File: config.mk
export PLATFORM = sky130hd
export DESIGN_NAME = led_pwm_multi
export DESIGN_NICKNAME = d
export VERILOG_FILES = /design/src/rtl/led_pwm_multi.sv
export SDC_FILE = /design/constraint.sdc
export NUM_CORES = 1
export LEC_CHECK = 0
export ABC_AREA = 1
export CORE_MARGIN = 3
export CORE_UTILIZATION = 45
export DETAILED_ROUTE_END_ITERATION = 16
export PLACE_DENSITY = 0.62
export SYNTH_ARGS = -nofsm -noshare
export SYNTH_HDL_FRONTEND = slang
export SYNTH_SLANG_ARGS = --single-unit
export TNS_END_PERCENT = 100
File: constraint.sdc
create_clock -name sys_clk -period 3.4 [get_ports sys_clk]
set_input_delay 0.51 -clock sys_clk [delete_from_list [all_inputs] [get_ports sys_clk]]
set_output_delay 0.51 -clock sys_clk [all_outputs]
set_load 0.1 [all_outputs]
File: src/rtl/led_pwm_multi.sv
// led_pwm_multi
//   Multi-channel LED driver. Each of CH_NUM outputs runs in one of four
//   modes (off / on / blink / breathe). Breathing follows a triangle ramp of
//   PWM duty, one level step per PWM frame. All channels share one tick
//   counter, one PWM counter and one blink counter, so blink channels stay
//   phase-aligned.
//
//   Optional build macro: LED_GAMMA_EN
//     defined   -> breath duty = (level*level) >> PWM_BITS (gamma ~2)
//     undefined -> breath duty = level (linear, no multiplier)
//
// Ports
//   sys_clk      in   system clock
//   sys_rst_n    in   synchronous active-low reset
//   mode_in      in   [2*CH_NUM-1:0] per-channel mode, bits [2i+1:2i] = ch i
//                     00 off, 01 on, 10 blink, 11 breathe
//   led_out      out  [CH_NUM-1:0] registered LED drive
//   frame_pulse  out  one-cycle pulse after each PWM frame boundary
module led_pwm_multi #(
    parameter logic [31:0] CLK_FREQ        = 32'd50_000_000,
    parameter int unsigned CH_NUM          = 4,
    parameter int unsigned PWM_BITS        = 8,
    parameter int unsigned TICK_US         = 4,
    parameter int unsigned BLINK_FRAMES    = 128,
    parameter logic        LED_VALID_LEVEL = 1'b0
) (
    input  logic                  sys_clk,
    input  logic                  sys_rst_n,
    input  logic [2*CH_NUM-1:0]   mode_in,
    output logic [CH_NUM-1:0]     led_out,
    output logic                  frame_pulse
);

    localparam logic [31:0] CNT_TICK_MAX = (CLK_FREQ / 32'd1_000_000) * TICK_US - 32'd1;
    localparam logic [PWM_BITS-1:0] MAXL = '1;
    localparam int unsigned BLINK_W = (BLINK_FRAMES > 1) ? $clog2(BLINK_FRAMES) : 1;
    localparam logic [BLINK_W-1:0] BLINK_LAST = BLINK_W'(BLINK_FRAMES - 1);

    localparam logic [1:0] MODE_OFF    = 2'b00;
    localparam logic [1:0] MODE_ON     = 2'b01;
    localparam logic [1:0] MODE_BLINK  = 2'b10;
    localparam logic [1:0] MODE_BREATH = 2'b11;

    logic [31:0]                     tick_cnt_q, tick_cnt_d;
    logic [PWM_BITS-1:0]             pwm_cnt_q, pwm_cnt_d;
    logic [BLINK_W-1:0]              blink_cnt_q, blink_cnt_d;
    logic                            blink_phase_q, blink_phase_d;
    logic [2*CH_NUM-1:0]             mode_q, mode_d;
    logic [CH_NUM-1:0][PWM_BITS-1:0] level_q, level_d;
    logic [CH_NUM-1:0]               dir_down_q, dir_down_d;
    logic [CH_NUM-1:0]               led_q, led_d;
    logic                            frame_pulse_q, frame_pulse_d;

    logic                            tick_end;
    logic                            frame_end;
    logic [PWM_BITS-1:0]             duty;
`ifdef LED_GAMMA_EN
    logic [2*PWM_BITS-1:0]           level_sq;
`endif

    assign tick_end  = (tick_cnt_q == CNT_TICK_MAX);
    assign frame_end = tick_end && (pwm_cnt_q == MAXL);

    // Shared timebase: tick, PWM position, blink half-period and mode latch.
    always_comb begin
        tick_cnt_d    = tick_end ? '0 : tick_cnt_q + 32'd1;
        pwm_cnt_d     = pwm_cnt_q;
        blink_cnt_d   = blink_cnt_q;
        blink_phase_d = blink_phase_q;
        mode_d        = mode_q;
        frame_pulse_d = frame_end;
        if (tick_end) begin
            pwm_cnt_d = pwm_cnt_q + 1'b1;
        end
        if (frame_end) begin
            mode_d = mode_in;
            if (blink_cnt_q == BLINK_LAST) begin
                blink_cnt_d   = '0;
                blink_phase_d = ~blink_phase_q;
            end else begin
                blink_cnt_d = blink_cnt_q + 1'b1;
            end
        end
    end

    // Breath level stepping. The decision uses the incoming mode (mode_in,
    // which becomes mode_q on this same edge) together with the outgoing
    // mode, so a channel entering breath always starts its first frame at 0.
    always_comb begin
        level_d    = level_q;
        dir_down_d = dir_down_q;
        for (int unsigned i = 0; i < CH_NUM; i++) begin
            if (frame_end) begin
                if ((mode_in[2*i +: 2] != MODE_BREATH) || (mode_q[2*i +: 2] != MODE_BREATH)) begin
                    level_d[i]    = '0;
                    dir_down_d[i] = 1'b0;
                end else if (!dir_down_q[i]) begin
                    if (level_q[i] == MAXL) begin
                        dir_down_d[i] = 1'b1;
                        level_d[i]    = MAXL - 1'b1;
                    end else begin
                        level_d[i] = level_q[i] + 1'b1;
                    end
                end else begin
                    if (level_q[i] == '0) begin
                        dir_down_d[i] = 1'b0;
                        level_d[i]    = PWM_BITS'(1);
                    end else begin
                        level_d[i] = level_q[i] - 1'b1;
                    end
                end
            end
        end
    end

    // Output decode from the current registered state (one cycle latency).
    always_comb begin
        led_d = {CH_NUM{~LED_VALID_LEVEL}};
        duty  = '0;
`ifdef LED_GAMMA_EN
        level_sq = '0;
`endif
        for (int unsigned i = 0; i < CH_NUM; i++) begin
`ifdef LED_GAMMA_EN
            level_sq = {{PWM_BITS{1'b0}}, level_q[i]} * {{PWM_BITS{1'b0}}, level_q[i]};
            duty     = PWM_BITS'(level_sq >> PWM_BITS);
`else
            duty = level_q[i];
`endif
            case (mode_q[2*i +: 2])
                MODE_OFF:   led_d[i] = ~LED_VALID_LEVEL;
                MODE_ON:    led_d[i] = LED_VALID_LEVEL;
                MODE_BLINK: led_d[i] = blink_phase_q ? LED_VALID_LEVEL : ~LED_VALID_LEVEL;
                default:    led_d[i] = (pwm_cnt_q < duty) ? LED_VALID_LEVEL : ~LED_VALID_LEVEL;
            endcase
        end
    end

    always_ff @(posedge sys_clk) begin
        if (!sys_rst_n) begin
            tick_cnt_q    <= '0;
            pwm_cnt_q     <= '0;
            blink_cnt_q   <= '0;
            blink_phase_q <= 1'b0;
            mode_q        <= '0;
            level_q       <= '0;
            dir_down_q    <= '0;
            led_q         <= {CH_NUM{~LED_VALID_LEVEL}};
            frame_pulse_q <= 1'b0;
        end else begin
            tick_cnt_q    <= tick_cnt_d;
            pwm_cnt_q     <= pwm_cnt_d;
            blink_cnt_q   <= blink_cnt_d;
            blink_phase_q <= blink_phase_d;
            mode_q        <= mode_d;
            level_q       <= level_d;
            dir_down_q    <= dir_down_d;
            led_q         <= led_d;
            frame_pulse_q <= frame_pulse_d;
        end
    end

    assign led_out     = led_q;
    assign frame_pulse = frame_pulse_q;

endmodule

==> impl_metrics.toml, run 1 <==
[status]
status = "completed"

[worst_setup_path]
path_max_fanout = 22
path_class = "flip-flop to flip-flop"
path_cells = "ha_1 -> nand2_1 -> inv_2 -> nand2_1 -> nor2_1 -> nand2_1 -> nor2_4 -> nand4_4 -> nand2_2 -> inv_2 -> nand2_1 -> nand2_1"
rrSetupSlack_ns = 0.96
cp_slowest_cell = "nand2_2"
crit_path_frequent_cell = "nand2_1"
critPathLaunchType = "flip-flop"
crit_family = "simple AND/OR/NAND/NOR gates"
cp_slowest_stage_delay_ns = 0.45
end_kind = "flip-flop"
cp.required_ns = 3.64
critPathArrivalTime_ns = 2.69
cp.buffers_inverters = 2

[synthesis]
synth_top_area_share_pct = 29.19
synth.net_count = 1128
synth_flop_cell = "dfxtp_1"
yosys_warnings = 0
synth_top_area_cell = "dfxtp_1"
yosysSeqAreaShare_pct = 29.19
syn_avg_cell_area_um2 = 6.187
synth-edff-count = 0
ys_types = 26
ys_ff_latch = 97
synthesis.instances = 1075
synth_area_leaders = "dfxtp_1, nand2_1, ha_1, nor2_1, inv_1"
syn-cell-area_mm2 = 0.006651
synthArstFlopShare_pct = 0

[global_route]
antenna_found_initial = 0
grt_pass1_vias = 5811
grtUsageTotal_pct = 21.49
grt_max_degree = 23
grt_pass1_wl_mm = 28.72
gr-total-overflow = 0

[clock_tree]
clk_path_buf_depth = 2
cts_tree = "yes"
cts_hold_buf = 0
clk_pin_slew_ns = 0.07
clockRootBuffer = "clkbuf_16"
postCtsSetupRepairBufs = 0
cts_made_buffers = 9
clk_latency_ns = 0.35
htree_levels = 3
cts_sinks = 97
ctsResizeCount = 0

[cells_and_area]
nets = 1137
nFillCells = 1482
syn_to_final_growth_pct = 8.860
final_design_area_no_fill_mm2 = 0.007241
drive_above_1_share_pct = 3.214
n_antenna_cell = 0

[placed_design]
placedInstanceArea_mm2 = 0.006959
portBuffers = 14
globalplace.congestion = 0.9153
dp_hpwl_mm = 12.78

[sta]
setup_tns_ns = 0
maxSlewHeadroom_pct = 33.94
holdWs_ns = 0.4635
hold_viol = 0
clock_skew_ns = 0.005391
slew_viol_final = 0
post-route-period-util_pct = 71.85
clock.fmax_mhz = 409.3
tightest_slew_ns = 0.9877
rsz0062_at_grt = "false"
setup_viol = 0
period_needed_ns = 2.443

[route]
route.detailed.drc = 0
drt-total-wl_mm = 17.01
vias_per_cell = 5.080
drtIter0Drc = 514
first_pass_iters = 5
antenna_left = 0
routed-via-count = 6447
wl_per_cell_um = 13.41

[power]
p_per_area_mw_per_mm2 = 299.6
peakVddDrop_mv = 0.2114
power_leakage_nw = 3.141

[floorplan]
io_pins = 15
row_count = 43
start_util_pct = 47.01
coreArea_mm2 = 0.01415
die_area_mm2 = 0.01628
die_h_um = 127.6
die_w_um = 127.6

[hold_path]
hold_class = "flip-flop to flip-flop"

[flow_run]
max_cap_violations = 0
sequential cells by signal, summed over array words and instances, names as in the netlist:
register,flops
blink_cnt_q,7
blink_phase_q,1
dir_down_q,4
duty,8
frame_pulse,1
led_out,4
level_q,24
mode_q,8
pwm_cnt_q,8
tick_cnt_q,32
synthesized netlist by cell type (all sizes together), types with 4 or more instances:
cell type / instances
a21oi: 73
buf: 10
clkbuf: 12
dfxtp: 97
ha: 43
inv: 139
nand2: 305
nand3: 83
nand3b: 4
nand4: 19
nor2: 146
nor3: 28
o21ai: 64
xnor2: 7
xor2: 37
stage by stage:
stage	utilization [%]	worst slack (ns)	instances	total power, mW
floorplan	-	1.591	1075	1.196
detailed placement	49.18	0.9360	1253	1.222
global route	51.17	0.6582	1269	2.251
finish	51.17	0.9571	1269	2.170
CTS	51.17	0.9255	1269	2.210
global placement	49.18	1.031	1253	1.222
cells in the final DEF (no fill, tap or decap), types with 2 or more instances in the layout:
cell type / netlist / layout
inv_1: 136 / 136
or2_2: 3 / 3
xnor2_1: 7 / 7
clkdlybuf4s50_1: 0 / 14
clkinvlp_4: 0 / 2
xor2_1: 37 / 37
a21oi_1: 73 / 73
nor3_1: 28 / 28
nand2_2: 2 / 2
buf_4: 3 / 6
ha_1: 43 / 43
nor2_1: 142 / 142
nand3_1: 83 / 83
clkinv_1: 3 / 3
o21ai_1: 11 / 11
clkbuf_16: 0 / 9
nand4_1: 18 / 18
nand2_1: 303 / 303
nand3b_1: 4 / 4
inv_2: 3 / 3
nor2_2: 3 / 3
dfxtp_1: 97 / 97
o21ai_0: 53 / 53
clkinv_2: 0 / 2
worst reg2reg max path: stages, from the launching register on:
cell     delay, ns
dfxtp_1       0.42
ha_1          0.26
nand2_1       0.10
inv_2         0.06
nand2_1       0.05
nor2_1        0.08
nand2_1       0.09
nor2_4        0.17
nand4_4       0.20
nand2_2       0.45
inv_2         0.30
nand2_1       0.13
nand2_1       0.05
where the power goes:
part	total (mW)	switching [mW]	leakage [nW]	internal, mW
Combinational	0.0540	0.0361	2.22	0.0179
Sequential	1.14	0.00353	0.782	1.14
Clock	0.974	0.456	0.135	0.517
final cells by class:
cell class              instances  area (um^2)  area share, %
repair buffers                 20        185.2          2.557
multi-input cells             814         4074          56.26
inverters                     142        533.0          7.361
well taps                     180        225.2          3.110
clock inverters                 6        42.54         0.5875
clock buffers                  10        239.0          3.301
flip-flops and latches         97         1942          26.82
metal layers:
layer / part of all wire, % / up-vias / track usage [%]
met5: 0 / - / 0
li1: - / 3445 / -
met4: 0.80 / 0 / 4.120
met3: 5.0 / 11 / 4.264
met2: 41 / 151 / 31.03
met1: 53 / 2840 / 33.13
worst paths after layout:
check,start,to,depth (start not counted)
min,mode_q[2],mode_q[2],2
max,tick_cnt_q[0],level_q[0],12
min reg2reg,mode_q[2],mode_q[2],2
max reg2reg,tick_cnt_q[0],level_q[0],12
kinds of logic (layout without fill, tap and decap cells):
kind of cell | after synthesis | count (layout) | synth area share [%]
adders and majority gates | 43 | 43 | 8.089
DFF | 97 | 97 | 29.19
and+or+nand+nor | 590 | 590 | 37.06
buffers and inverters | 164 | 178 | 9.556
AOI/OAI and AO/OA | 137 | 137 | 10.31
xor gates and xnor gates | 44 | 44 | 5.794
Power figures use the tool's default switching activity.
==> run 2, diff against run 1 <==
Settings changed: PLACE_DENSITY 0.62 to 0.64.
Clock period 3.4 ns to 2 ns, I/O delays scaled along.
==> run 2 against run 1 <==
Sequential share of layout area shrank 0.85 points. Utilization grew 1.7 points. Count of clock-buffer cells in the layout shrank 1. Total power grew 78%. Die area is the same. First-iteration DRC count grew 27%. Sequential cell count is the same. Global-route usage grew 0.15 points. Design area grew 3.4%. Critical endpoint is now duty[1].
==> impl_metrics.toml, run 2 (synthesized netlist as in run 1, its figures left out) <==
[sta]
period_needed_ns = 1.843
hold_viol = 0
slew_viol_final = 0
post-route-period-util_pct = 92.17
setup_tns_ns = 0
clock_skew_ns = 0.01067
setup_viol = 0
holdWs_ns = 0.4638
tightest_slew_ns = 0.5964
clock.fmax_mhz = 542.5
maxSlewHeadroom_pct = 60.24

[cells_and_area]
fin_util_pct = 52.89
nFillCells = 1453
top_register = "tick_cnt_q"
seqCellArea_mm2 = 0.001943
final_cell_mix = "nand2_1, nor2_1, inv_1, dfxtp_1, nand3_1"
multiInputGateArea_mm2 = 0.004081
top_regs = "tick_cnt_q x32, level_q x24"
n_antenna_cell = 0
nets = 1163
syn_to_final_growth_pct = 12.51
drive_above_1_share_pct = 6.099
largest_reg_flops = 32
layout_commonest_cell = "nand2_1"

[worst_setup_path]
path_max_fanout = 10
critPathArrivalTime_ns = 2.13
rrSetupSlack_ns = 0.16
r2r_start = "tick_cnt_q[1]"
r2r_cells = 12
worstReg2RegEnd = "duty[1]"
critPathLaunchType = "flip-flop"
end_kind = "flip-flop"
cp.required_ns = 2.29
path_class = "flip-flop to flip-flop"

[clock_tree]
cts_sinks = 97
htree_levels = 3
clk_path_buf_depth = 2
clk_latency_ns = 0.36
clockRootBuffer = "clkbuf_16"
cts_tree = "yes"
cts_made_buffers = 9
postCtsSetupRepairBufs = 0
clk_pin_slew_ns = 0.07

[hold_path]
min-delay-start = "mode_q[1]"
worstHoldPathCells = 2
hold_class = "flip-flop to flip-flop"
min_to = "mode_q[1]"

[power]
p_per_area_mw_per_mm2 = 515.0
switching_share_pct = 23.27
power_leakage_nw = 3.291
clockPowerShare_pct = 47.0
internal_power_mw = 2.957
p_sw_uw = 896.8
power_frac_comb_pct = 2.7
seqPwrFrac_pct = 50.3
peakVddDrop_mv = 0.3487

[route]
antenna_left = 0
first_pass_iters = 5
routed-via-count = 6672
drt-total-wl_mm = 17.27
drtIter0Drc = 655
wl_per_cell_um = 13.34
vias_per_cell = 5.152
route.detailed.drc = 0

[floorplan]
die_h_um = 127.6
row_count = 43
start_util_pct = 47.01
coreArea_mm2 = 0.01415
die_w_um = 127.6
io_pins = 15
die_area_mm2 = 0.01628

[global_route]
gr-total-overflow = 0
antenna_found_initial = 0
grt_pass1_vias = 5933
grt_pass1_wl_mm = 28.77
grtUsageTotal_pct = 21.64
grt_max_degree = 22

[placed_design]
dp_hpwl_mm = 12.97
portBuffers = 14
globalplace.congestion = 0.9568

[flow_run]
max_cap_violations = 0

[status]
status = "completed"
-- run 2: critical path, cell delays in order, from the launching register on --
cell and delay (ns):
dfxtp_2 0.35, ha_2 0.20, nand2_1 0.08, inv_2 0.06
nand2_1 0.05, nor2_1 0.09, nand2_1 0.09, nor2_4 0.12
nand4_4 0.20, nor2_4 0.24, clkbuf_16 0.19, nand2_1 0.05
o21ai_1 0.06
-- run 2: worst max path at each step --
stage	end	slack [ns]	start	depth (start not counted)
after global placement	level_q[17]	0.22	level_q[16]	9
after CTS	level_q[5]	0.13	tick_cnt_q[1]	12
after floorplan	blink_cnt_q[3]	0.19	pwm_cnt_q[1]	7
final	duty[1]	0.16	tick_cnt_q[1]	12
after detailed placement	level_q[5]	0.16	tick_cnt_q[1]	12
after global routing	level_q[23]	-0.01	tick_cnt_q[0]	12
-- run 2: repair_timing --
item | in CTS | in global routing
hold endpoints to repair | 0 | 0
gates resized for setup | 0 | 3
hold buffers | 0 | 0
setup endpoints to repair | 0 | 26
-- run 2: power groups by stage --
stage / sequential (mW) / clock [mW] / combinational (mW)
after floorplan: 1.98 / 0 / 0.0496
final: 1.94 / 1.81 / 0.103
after CTS: 1.94 / 1.87 / 0.102
after global placement: 1.98 / 0 / 0.103
after global routing: 1.94 / 1.94 / 0.113
after detailed placement: 1.98 / 0 / 0.102
-- run 2: layer usage --
metal	up-vias	routed length (um)	GRT usage [%]
met5	-	0	0
met4	0	319	6.929
met3	22	886	3.177
met2	193	7357	32.73
met1	2958	8710	31.66
li1	3499	-	-
-- run 2: cell type report --
type	count	share of cell area (%)
Multi-Input combinational cell	814	54.54
Sequential cell	97	25.97
Inverter	142	7.123
Timing Repair Buffer	46	5.317
Clock buffer	9	3.010
Tap cell	180	3.010
Clock inverter	7	1.037
-- run 2: through the flow --
step / instances / area, um^2 / total power [mW] / worst slack [ns]
after floorplan: 1075 / 6651 / 2.034 / 0.1907
after global placement: 1278 / 7147 / 2.087 / 0.2154
after detailed placement: 1278 / 7147 / 2.086 / 0.1558
after CTS: 1294 / 7450 / 3.908 / 0.1273
after global routing: 1295 / 7483 / 3.991 / -0.01272
final: 1295 / 7483 / 3.854 / 0.1567
